===== src/rtl/pwm_to_servo.sv =====
`default_nettype none
// ============================================================================
//  Module   : pwm_to_servo
//  Brief    : Dual-channel PWM high-time decoder to 11-bit servo units with
//             per-channel loss-of-signal detection.
//  Revision : 1.0
// ============================================================================
module pwm_to_servo #(
    parameter int CLKS_PER_UNIT  = 1000,
    parameter int MAX_UNITS      = 2047,
    parameter int TIMEOUT_CYCLES = 3000000
) (
    input  logic        clk,
    input  logic        rst,
    input  logic        PWM_L,
    input  logic        PWM_R,
    output logic [10:0] servo_L,
    output logic [10:0] servo_R,
    output logic        valid_L,
    output logic        valid_R,
    output logic        lost_L,
    output logic        lost_R
);

    localparam int c_PRE_W = (CLKS_PER_UNIT > 1) ? $clog2(CLKS_PER_UNIT) : 1;
    localparam int c_TO_W  = $clog2(TIMEOUT_CYCLES + 1);

    localparam logic [c_PRE_W-1:0] c_PRE_LAST  = c_PRE_W'(CLKS_PER_UNIT - 1);
    localparam logic [10:0]        c_UNITS_MAX = 11'(MAX_UNITS);
    localparam logic [c_TO_W-1:0]  c_TO_HIT    = c_TO_W'(TIMEOUT_CYCLES - 1);
    localparam logic [c_TO_W-1:0]  c_TO_SAT    = c_TO_W'(TIMEOUT_CYCLES);

    localparam logic [1:0] c_ARM  = 2'd0;
    localparam logic [1:0] c_IDLE = 2'd1;
    localparam logic [1:0] c_HIGH = 2'd2;

    logic [1:0]  w_pwm;
    logic [10:0] w_servo [2];
    logic [1:0]  w_valid;
    logic [1:0]  w_lost;

    assign w_pwm = {PWM_R, PWM_L};

    for (genvar g = 0; g < 2; g++) begin : g_ch
        logic               r_s1, r_s2, r_s3;
        logic [1:0]         r_state;
        logic [c_PRE_W-1:0] r_pre;
        logic [10:0]        r_units;
        logic [c_TO_W-1:0]  r_to_cnt;
        logic               r_evt_dec, r_evt_to;
        logic [10:0]        r_evt_units;
        logic [10:0]        r_servo;
        logic               r_valid, r_lost;

        logic               w_rise, w_fall, w_dec, w_to_hit, w_wrap;
        logic [c_PRE_W-1:0] w_pre_base, w_pre_inc;
        logic [10:0]        w_units_base, w_units_inc;

        assign w_rise   = r_s2 & ~r_s3;
        assign w_fall   = ~r_s2 & r_s3;
        assign w_dec    = (r_state == c_HIGH) && w_fall;
        assign w_to_hit = ~w_rise && (r_to_cnt == c_TO_HIT);

        // A new measurement starts from zero and already counts the rise cycle.
        assign w_pre_base   = (r_state == c_IDLE) ? '0 : r_pre;
        assign w_units_base = (r_state == c_IDLE) ? '0 : r_units;
        assign w_wrap       = (w_pre_base == c_PRE_LAST);
        assign w_pre_inc    = w_wrap ? '0 : w_pre_base + c_PRE_W'(1);
        assign w_units_inc  = (w_wrap && (w_units_base != c_UNITS_MAX)) ?
                              w_units_base + 11'd1 : w_units_base;

        always_ff @(posedge clk) begin
            if (!rst) begin
                // Synchronizer resets high so a pulse in progress at reset exit
                // looks like a steady high: no false rise, ARM waits for low.
                r_s1        <= 1'b1;
                r_s2        <= 1'b1;
                r_s3        <= 1'b1;
                r_state     <= c_ARM;
                r_pre       <= '0;
                r_units     <= '0;
                r_to_cnt    <= '0;
                r_evt_dec   <= 1'b0;
                r_evt_to    <= 1'b0;
                r_evt_units <= '0;
            end else begin
                r_s1 <= w_pwm[g];
                r_s2 <= r_s1;
                r_s3 <= r_s2;

                if (w_rise) begin
                    r_to_cnt <= '0;
                end else if (r_to_cnt != c_TO_SAT) begin
                    r_to_cnt <= r_to_cnt + c_TO_W'(1);
                end

                r_evt_dec <= 1'b0;
                r_evt_to  <= 1'b0;

                if (w_dec) begin
                    r_evt_dec   <= 1'b1;
                    r_evt_units <= r_units;
                    r_state     <= c_IDLE;
                end else if (w_to_hit) begin
                    r_evt_to <= 1'b1;
                    r_state  <= c_ARM;
                end else begin
                    case (r_state)
                        c_ARM: begin
                            if (!r_s2) r_state <= c_IDLE;
                        end
                        c_IDLE: begin
                            if (w_rise) begin
                                r_pre   <= w_pre_inc;
                                r_units <= w_units_inc;
                                r_state <= c_HIGH;
                            end
                        end
                        c_HIGH: begin
                            if (r_s2) begin
                                r_pre   <= w_pre_inc;
                                r_units <= w_units_inc;
                            end
                        end
                        default: r_state <= c_ARM;
                    endcase
                end
            end
        end

        always_ff @(posedge clk) begin
            if (!rst) begin
                r_servo <= '0;
                r_valid <= 1'b0;
                r_lost  <= 1'b0;
            end else if (r_evt_dec) begin
                r_servo <= r_evt_units;
                r_valid <= 1'b1;
                r_lost  <= 1'b0;
            end else if (r_evt_to) begin
                r_servo <= '0;
                r_valid <= 1'b0;
                r_lost  <= 1'b1;
            end else begin
                r_valid <= 1'b0;
            end
        end

        assign w_servo[g] = r_servo;
        assign w_valid[g] = r_valid;
        assign w_lost[g]  = r_lost;
    end

    assign servo_L = w_servo[0];
    assign servo_R = w_servo[1];
    assign valid_L = w_valid[0];
    assign valid_R = w_valid[1];
    assign lost_L  = w_lost[0];
    assign lost_R  = w_lost[1];

endmodule
`default_nettype wire


===== config.mk =====
export PLATFORM = sky130hd
export DESIGN_NAME = pwm_to_servo
export DESIGN_NICKNAME = d
export VERILOG_FILES = /design/src/rtl/pwm_to_servo.sv
export SDC_FILE = /design/constraint.sdc
export NUM_CORES = 1
export LEC_CHECK = 0
export CORE_ASPECT_RATIO = 0.8
export CORE_MARGIN = 4
export CORE_UTILIZATION = 35
export DETAILED_ROUTE_END_ITERATION = 12
export DONT_BUFFER_PORTS = 1
export MAX_ROUTING_LAYER = met4
export PLACE_DENSITY = 0.46
export SLEW_MARGIN = 20
export SYNTH_ARGS = -nofsm -noshare
export SYNTH_HDL_FRONTEND = slang
export SYNTH_SLANG_ARGS = --single-unit

===== constraint.sdc =====
create_clock -name clk -period 5.6 [get_ports clk]
set_input_delay 1.12 -clock clk [delete_from_list [all_inputs] [get_ports clk]]
set_output_delay 1.12 -clock clk [all_outputs]
set_load 0.005 [all_outputs]

==> flow_summary.ini, run 1 <==
[placement]
routabilityCongestion = 0.829
dpl-instance-area_sq_um = 7000
place_inst = 1039
io_buffer_count = 0
place_hpwl_microns = 10000

[die]
die-area_sq_um = 22000
ios = 30
start_util_pct = 36.0
die_w_microns = 165
design.core.area_sq_um = 19100
dieHeight_microns = 133
num_rows = 45

[global_routing]
grt.busiest_layer = met2
grt_pass1_vias = 5085
use_met3_pct = 4.27
grt_usage_pct = 14.5
grtUsageMet1_pct = 20.1
grt_start_max_net_pins = 60
overflow = 0
grt_pass1_wl_microns = 25200
antenna_found_initial = 0
use_met2_pct = 20.4

[synth]
synth_area_per_cell_sq_um = 8.34
netlist_area_sq_um = 6890
ys_seq_elements = 148
synthCells = 826
yosysWarnings = 0
synth_ff_type = dfxtp_1
synth_nets = 838
synth_top_area_share_pct = 43.0
synth_edf_count = 0
synthArstFlopShare_pct = 0
yosysSeqAreaShare_pct = 43.0
yosys.area.top_type = dfxtp_1
synth_area_leaders = dfxtp_1 (43%), nand2_1 (6.6%), a21oi_1 (6.0%)
yosysUniqueCellTypes = 65

[critical_path]
reg2reg_from = g_ch[0].r_state[1]
r2r-end = g_ch[0].r_units[4]
crit_type = reg -> reg
cp-endpoint = g_ch[0].r_units[4]
crit_path_start_kind = flip-flop
r2r_setup_slack_ps = 2200
cp.required_ps = 5950
critical_path_peak_fanout = 20
endpoint_kind = flip-flop
cp.arrival_ps = 3750
setup.worst_path.start = g_ch[0].r_state[1]
rr_worst_depth = 7

[power_and_ir_drop]
ir_worst_vdd_mv = 0.164
p_leak_uw = 0.00243
cellPowerDensity_nw_per_um2 = 293

[clock_tree]
cts_resized = 0
hold_buffers = 0
cts_tree = built
h-tree-depth = 4
cts_setup_buffers = 0
clock_latency_ps = 430
cts_sinks = 148
clockRootBuffer = clkbuf_16
clkTransAtPathRegs_ps = 70
clk_path_buf_depth = 2
cts_buffers = 17

[timing]
fmax_mhz = 294
min_period_ps = 3400
rsz0062_at_grt = no
finClkSkew_ps = 9.09
hold_viol = 0
holdWs_ps = 407
setup_viol = 0
tightest_slew_ps = 1030
slew_violations = 0
slew_headroom_pct = 31.1
finalSetupTns_ps = 0
period_share_pct = 60.6

[final_layout]
final_design_area_no_fill_sq_um = 7570
antenna_cells = 0
drive_gt1_share_pct = 6.77
nNetsFinal = 812
syn_to_final_growth_pct = 9.87
instances_no_fill = 1071

[detailed_routing]
drt_iter0_drc = 376
routedWlPerCell_microns = 14.1
drc = 0
via_per_inst = 5.22
vias = 5591
antenna_left = 0
first_pass_iters = 4
wl_microns = 15100

[status]
status = complete, no violations

[flow_run]
cap_violations = 0

[hold_path]
hp-class = reg -> reg
==> cells in the mapped netlist (all sizes together), types with 17 or more instances <==
| cell | instances |
|---|---|
| clkbuf | 33 |
| a21oi | 82 |
| nor3b | 24 |
| nor4 | 18 |
| nand4 | 18 |
| nor2 | 70 |
| nor3 | 23 |
| and2 | 20 |
| nand2 | 121 |
| mux2i | 17 |
| xnor2 | 23 |
| dfxtp | 148 |
| nand3 | 46 |
| o21ai | 21 |
==> layout by cell type (no fill, tap or decap), types with 3 or more instances in the layout <==
| master | n |
|---|---|
| inv_8 | 4 |
| and3_1 | 11 |
| clkbuf_16 | 17 |
| and2_1 | 20 |
| mux2i_1 | 17 |
| o32ai_1 | 3 |
| a21oi_1 | 82 |
| dfxtp_1 | 148 |
| nor4_1 | 13 |
| o21ai_1 | 5 |
| xnor2_1 | 23 |
| o22ai_1 | 3 |
| or2_2 | 4 |
| nor4_4 | 3 |
| o211ai_1 | 3 |
| nand3_1 | 46 |
| nor3_2 | 4 |
| or4_1 | 4 |
| nor4bb_1 | 5 |
| inv_1 | 12 |
| and4_1 | 6 |
| nor3b_1 | 24 |
| xor2_1 | 8 |
| nor2_1 | 70 |
| o21ai_0 | 16 |
| nand2b_1 | 13 |
| nand3b_1 | 6 |
| nor2b_1 | 8 |
| nand2_1 | 121 |
| ha_1 | 8 |
| inv_6 | 6 |
| nor3_1 | 19 |
| or3_1 | 13 |
| nand4_1 | 18 |
==> through the flow <==
step / setup WS (ps) / utilization [%] / total power [uW]
CTS: 2210 / 39.5 / 2250
finish: 2200 / 39.5 / 2220
global placement: 2380 / 36.5 / 1130
detailed placement: 2250 / 36.5 / 1140
floorplan: 2900 / - / 1130
global route: 1730 / 39.5 / 2310
==> final cells by class <==
type | count | area [sq um]
clock buffers | 18 | 429
well taps | 258 | 323
multi-input cells | 619 | 3660
fillers | 1961 | 11600
inverters | 13 | 48.8
repair buffers | 1 | 7.51
flip-flops and latches | 148 | 2960
clock inverters | 14 | 139
==> metal layers <==
layer,share of wire (%),wire length [microns],vias up
met1,52,7820,2624
met3,4.0,606,12
met2,43,6510,75
met4,0.90,136,0
met5,0,0,-
li1,-,-,2880
==> state kept, by name, indices dropped and copies added (netlist names) <==
signal / flops
g_ch.r_s1: 2
servo_L: 11
g_ch.r_s3: 2
g_ch.r_evt_dec: 2
servo_R: 11
lost_L: 1
g_ch.r_units: 22
valid_R: 1
g_ch.r_to_cnt: 44
lost_R: 1
g_ch.r_evt_units: 22
g_ch.r_evt_to: 2
g_ch.r_s2: 2
valid_L: 1
g_ch.r_pre: 20
g_ch.r_state: 4
==> cells by family after synthesis <==
kind of cell	Yosys count	synth area share, %
buf+inv	59	3.91
fa+ha+maj	8	1.45
flops	148	43.0
simple gates	426	33.6
compound gates	137	11.6
mux	17	2.47
xor+xnor	31	3.94
==> worst min path at each step <==
stage	startpoint	to	slack (ps)	cells past startpoint
2_1_floorplan	g_ch[0].r_s1	g_ch[0].r_s2	390	1
3_3_place_gp	g_ch[0].r_s1	g_ch[0].r_s2	390	1
3_5_place_dp	g_ch[0].r_s1	g_ch[0].r_s2	390	1
4_1_cts	g_ch[0].r_s1	g_ch[0].r_s2	410	1
5_1_grt	g_ch[0].r_s1	g_ch[0].r_s2	430	1
6_report	g_ch[0].r_s1	g_ch[0].r_s2	410	1
==> worst max-delay path: stages, from the launching register on <==
cell       delay, ps
dfxtp_1          390
nand2b_1         550
and2_1           250
ha_1             200
nor4bb_1         540
o2111ai_1        620
nor4_1           530
mux2i_1          230
==> power breakdown <==
group	switching [uW]	internal (uW)	total [uW]
Clock	512	592	1100
Combinational	33.3	13.8	47.1
Sequential	6.18	1060	1060
No activity file was read; power rests on OpenSTA's default activity.
==> inputs of run 2 (changes only) <==
==> constraint.sdc (replaced) <==
create_clock -name clk -period 3.5 [get_ports clk]
set_input_delay 0.7 -clock clk [delete_from_list [all_inputs] [get_ports clk]]
set_output_delay 0.7 -clock clk [all_outputs]
set_load 0.005 [all_outputs]
==> run 2 against run 1 <==
Effect of this change:
- sequential cell count is the same
- combinational power grew 62%
- sequential power grew 60%
- power grew 63%
- worst setup slack lost 1500 ps
- non-clock buffer count grew 4
- critical path type unchanged
==> flow_summary.ini, run 2 (synthesized netlist as in run 1, its figures left out) <==
[timing]
min_period_ps = 2800
finClkSkew_ps = 9.86
fmax_mhz = 358
setup_slack_ps = 705
tightest_slew_ps = 829
rsz0062_at_grt = no
slew_violations = 0
slew_headroom_pct = 44.6
period_share_pct = 79.9
holdWs_ps = 362
hold_viol = 0
finalSetupTns_ps = 0
setup_viol = 0

[clock_tree]
hold_buffers = 0
clkTransAtPathRegs_ps = 70
clockRootBuffer = clkbuf_16
cts_tree = built
clk_path_buf_depth = 2
clock_latency_ps = 420
cts_resized = 0
cts_sinks = 148
cts_buffers = 17
cts_setup_buffers = 0
h-tree-depth = 4

[power_and_ir_drop]
p_leak_uw = 0.00246
total_power_uw = 3610
cellPowerDensity_nw_per_um2 = 473
ir_worst_vdd_mv = 0.248

[final_layout]
final_common_cell = dfxtp_1
nNetsFinal = 816
seqCellArea_sq_um = 2960
antenna_cells = 0
final_core_util_pct = 39.8
multi_input_area_sq_um = 3650
drive_gt1_share_pct = 7.22
mostFrequentLayoutCells = dfxtp_1 (148), nand2_1 (121), a21oi_1 (82)
fill_cells = 1948
largest_reg_flops = 44
reg_top3 = g_ch.r_to_cnt (44), g_ch.r_evt_units (22), g_ch.r_units (22)
top_register = g_ch.r_to_cnt
syn_to_final_growth_pct = 10.8

[detailed_routing]
antenna_left = 0
wl_microns = 14800
first_pass_iters = 4
drt_iter0_drc = 261
vias = 5547
drc = 0
via_per_inst = 5.16
routedWlPerCell_microns = 13.8

[global_routing]
antenna_found_initial = 0
grt_start_max_net_pins = 60
overflow = 0
grt_usage_pct = 14.1
grt_pass1_wl_microns = 24800
grt_pass1_vias = 5040

[flow_run]
cap_violations = 0

[hold_path]
whs_path_depth = 1
hp-class = in -> reg

[critical_path]
cp.required_ps = 3850
cp.arrival_ps = 3150
critical_path_peak_fanout = 12
rr_worst_depth = 8
crit_path_start_kind = flip-flop
endpoint_kind = flip-flop
crit_type = reg -> reg

[placement]
place_hpwl_microns = 9930
io_buffer_count = 0
routabilityCongestion = 0.790
place_ws_ps = 712

[die]
die-area_sq_um = 22000
num_rows = 45
die_w_microns = 165
ios = 30
start_util_pct = 36.0
design.core.area_sq_um = 19100
dieHeight_microns = 133

[status]
status = complete, no violations
-- run 2: final timing paths --
path	from	end	slack [ps]
worst max register to register	g_ch[1].r_state[1]	g_ch[1].r_units[9]	700
worst max-delay path	g_ch[1].r_state[1]	g_ch[1].r_units[9]	700
worst min register to register	g_ch[0].r_s1	g_ch[0].r_s2	410
worst min-delay path	rst	g_ch[1].r_s1	360
-- run 2: final cells by class --
cell class	count	area share [%]
Tap cell	258	4.23
Timing Repair Buffer	5	0.492
Clock inverter	14	2.13
Inverter	13	0.640
Clock buffer	18	5.76
Multi-Input combinational cell	619	47.9
Sequential cell	148	38.8
-- run 2: report_power, final --
group,internal (uW),leakage [uW],switching [uW]
sequential,1690,0.00119,9.81
clock,1030,0.000292,793
combinational,23.6,0.000976,52.6
total,2750,0.00246,855
-- run 2: critical path, cell delays in order, from the launching register on --
cell	delay, ps
dfxtp_1	370
nand2b_1	280
and2_1	220
ha_1	220
nand2_1	90
or4_4	530
a41o_1	450
nor4_2	360
mux2i_1	220
-- run 2: metrics by stage --
stage | cell area [sq um] | std cells
6_report | 7630 | 1075
5_1_grt | 7630 | 1075
4_1_cts | 7630 | 1075
3_5_place_dp | 7030 | 1043
3_3_place_gp | 7030 | 1043
2_1_floorplan | 6890 | 826
-- run 2: metal layers --
metal / wire (microns) / track usage [%] / vias up / part of all wire [%]
met3: 570 / 3.53 / 8 / 3.8
met5: 0 / - / - / 0
met2: 6410 / 20.7 / 72 / 43
met4: 140 / 4.48 / 0 / 0.94
met1: 7690 / 19.0 / 2586 / 52
li1: - / - / 2881 / -
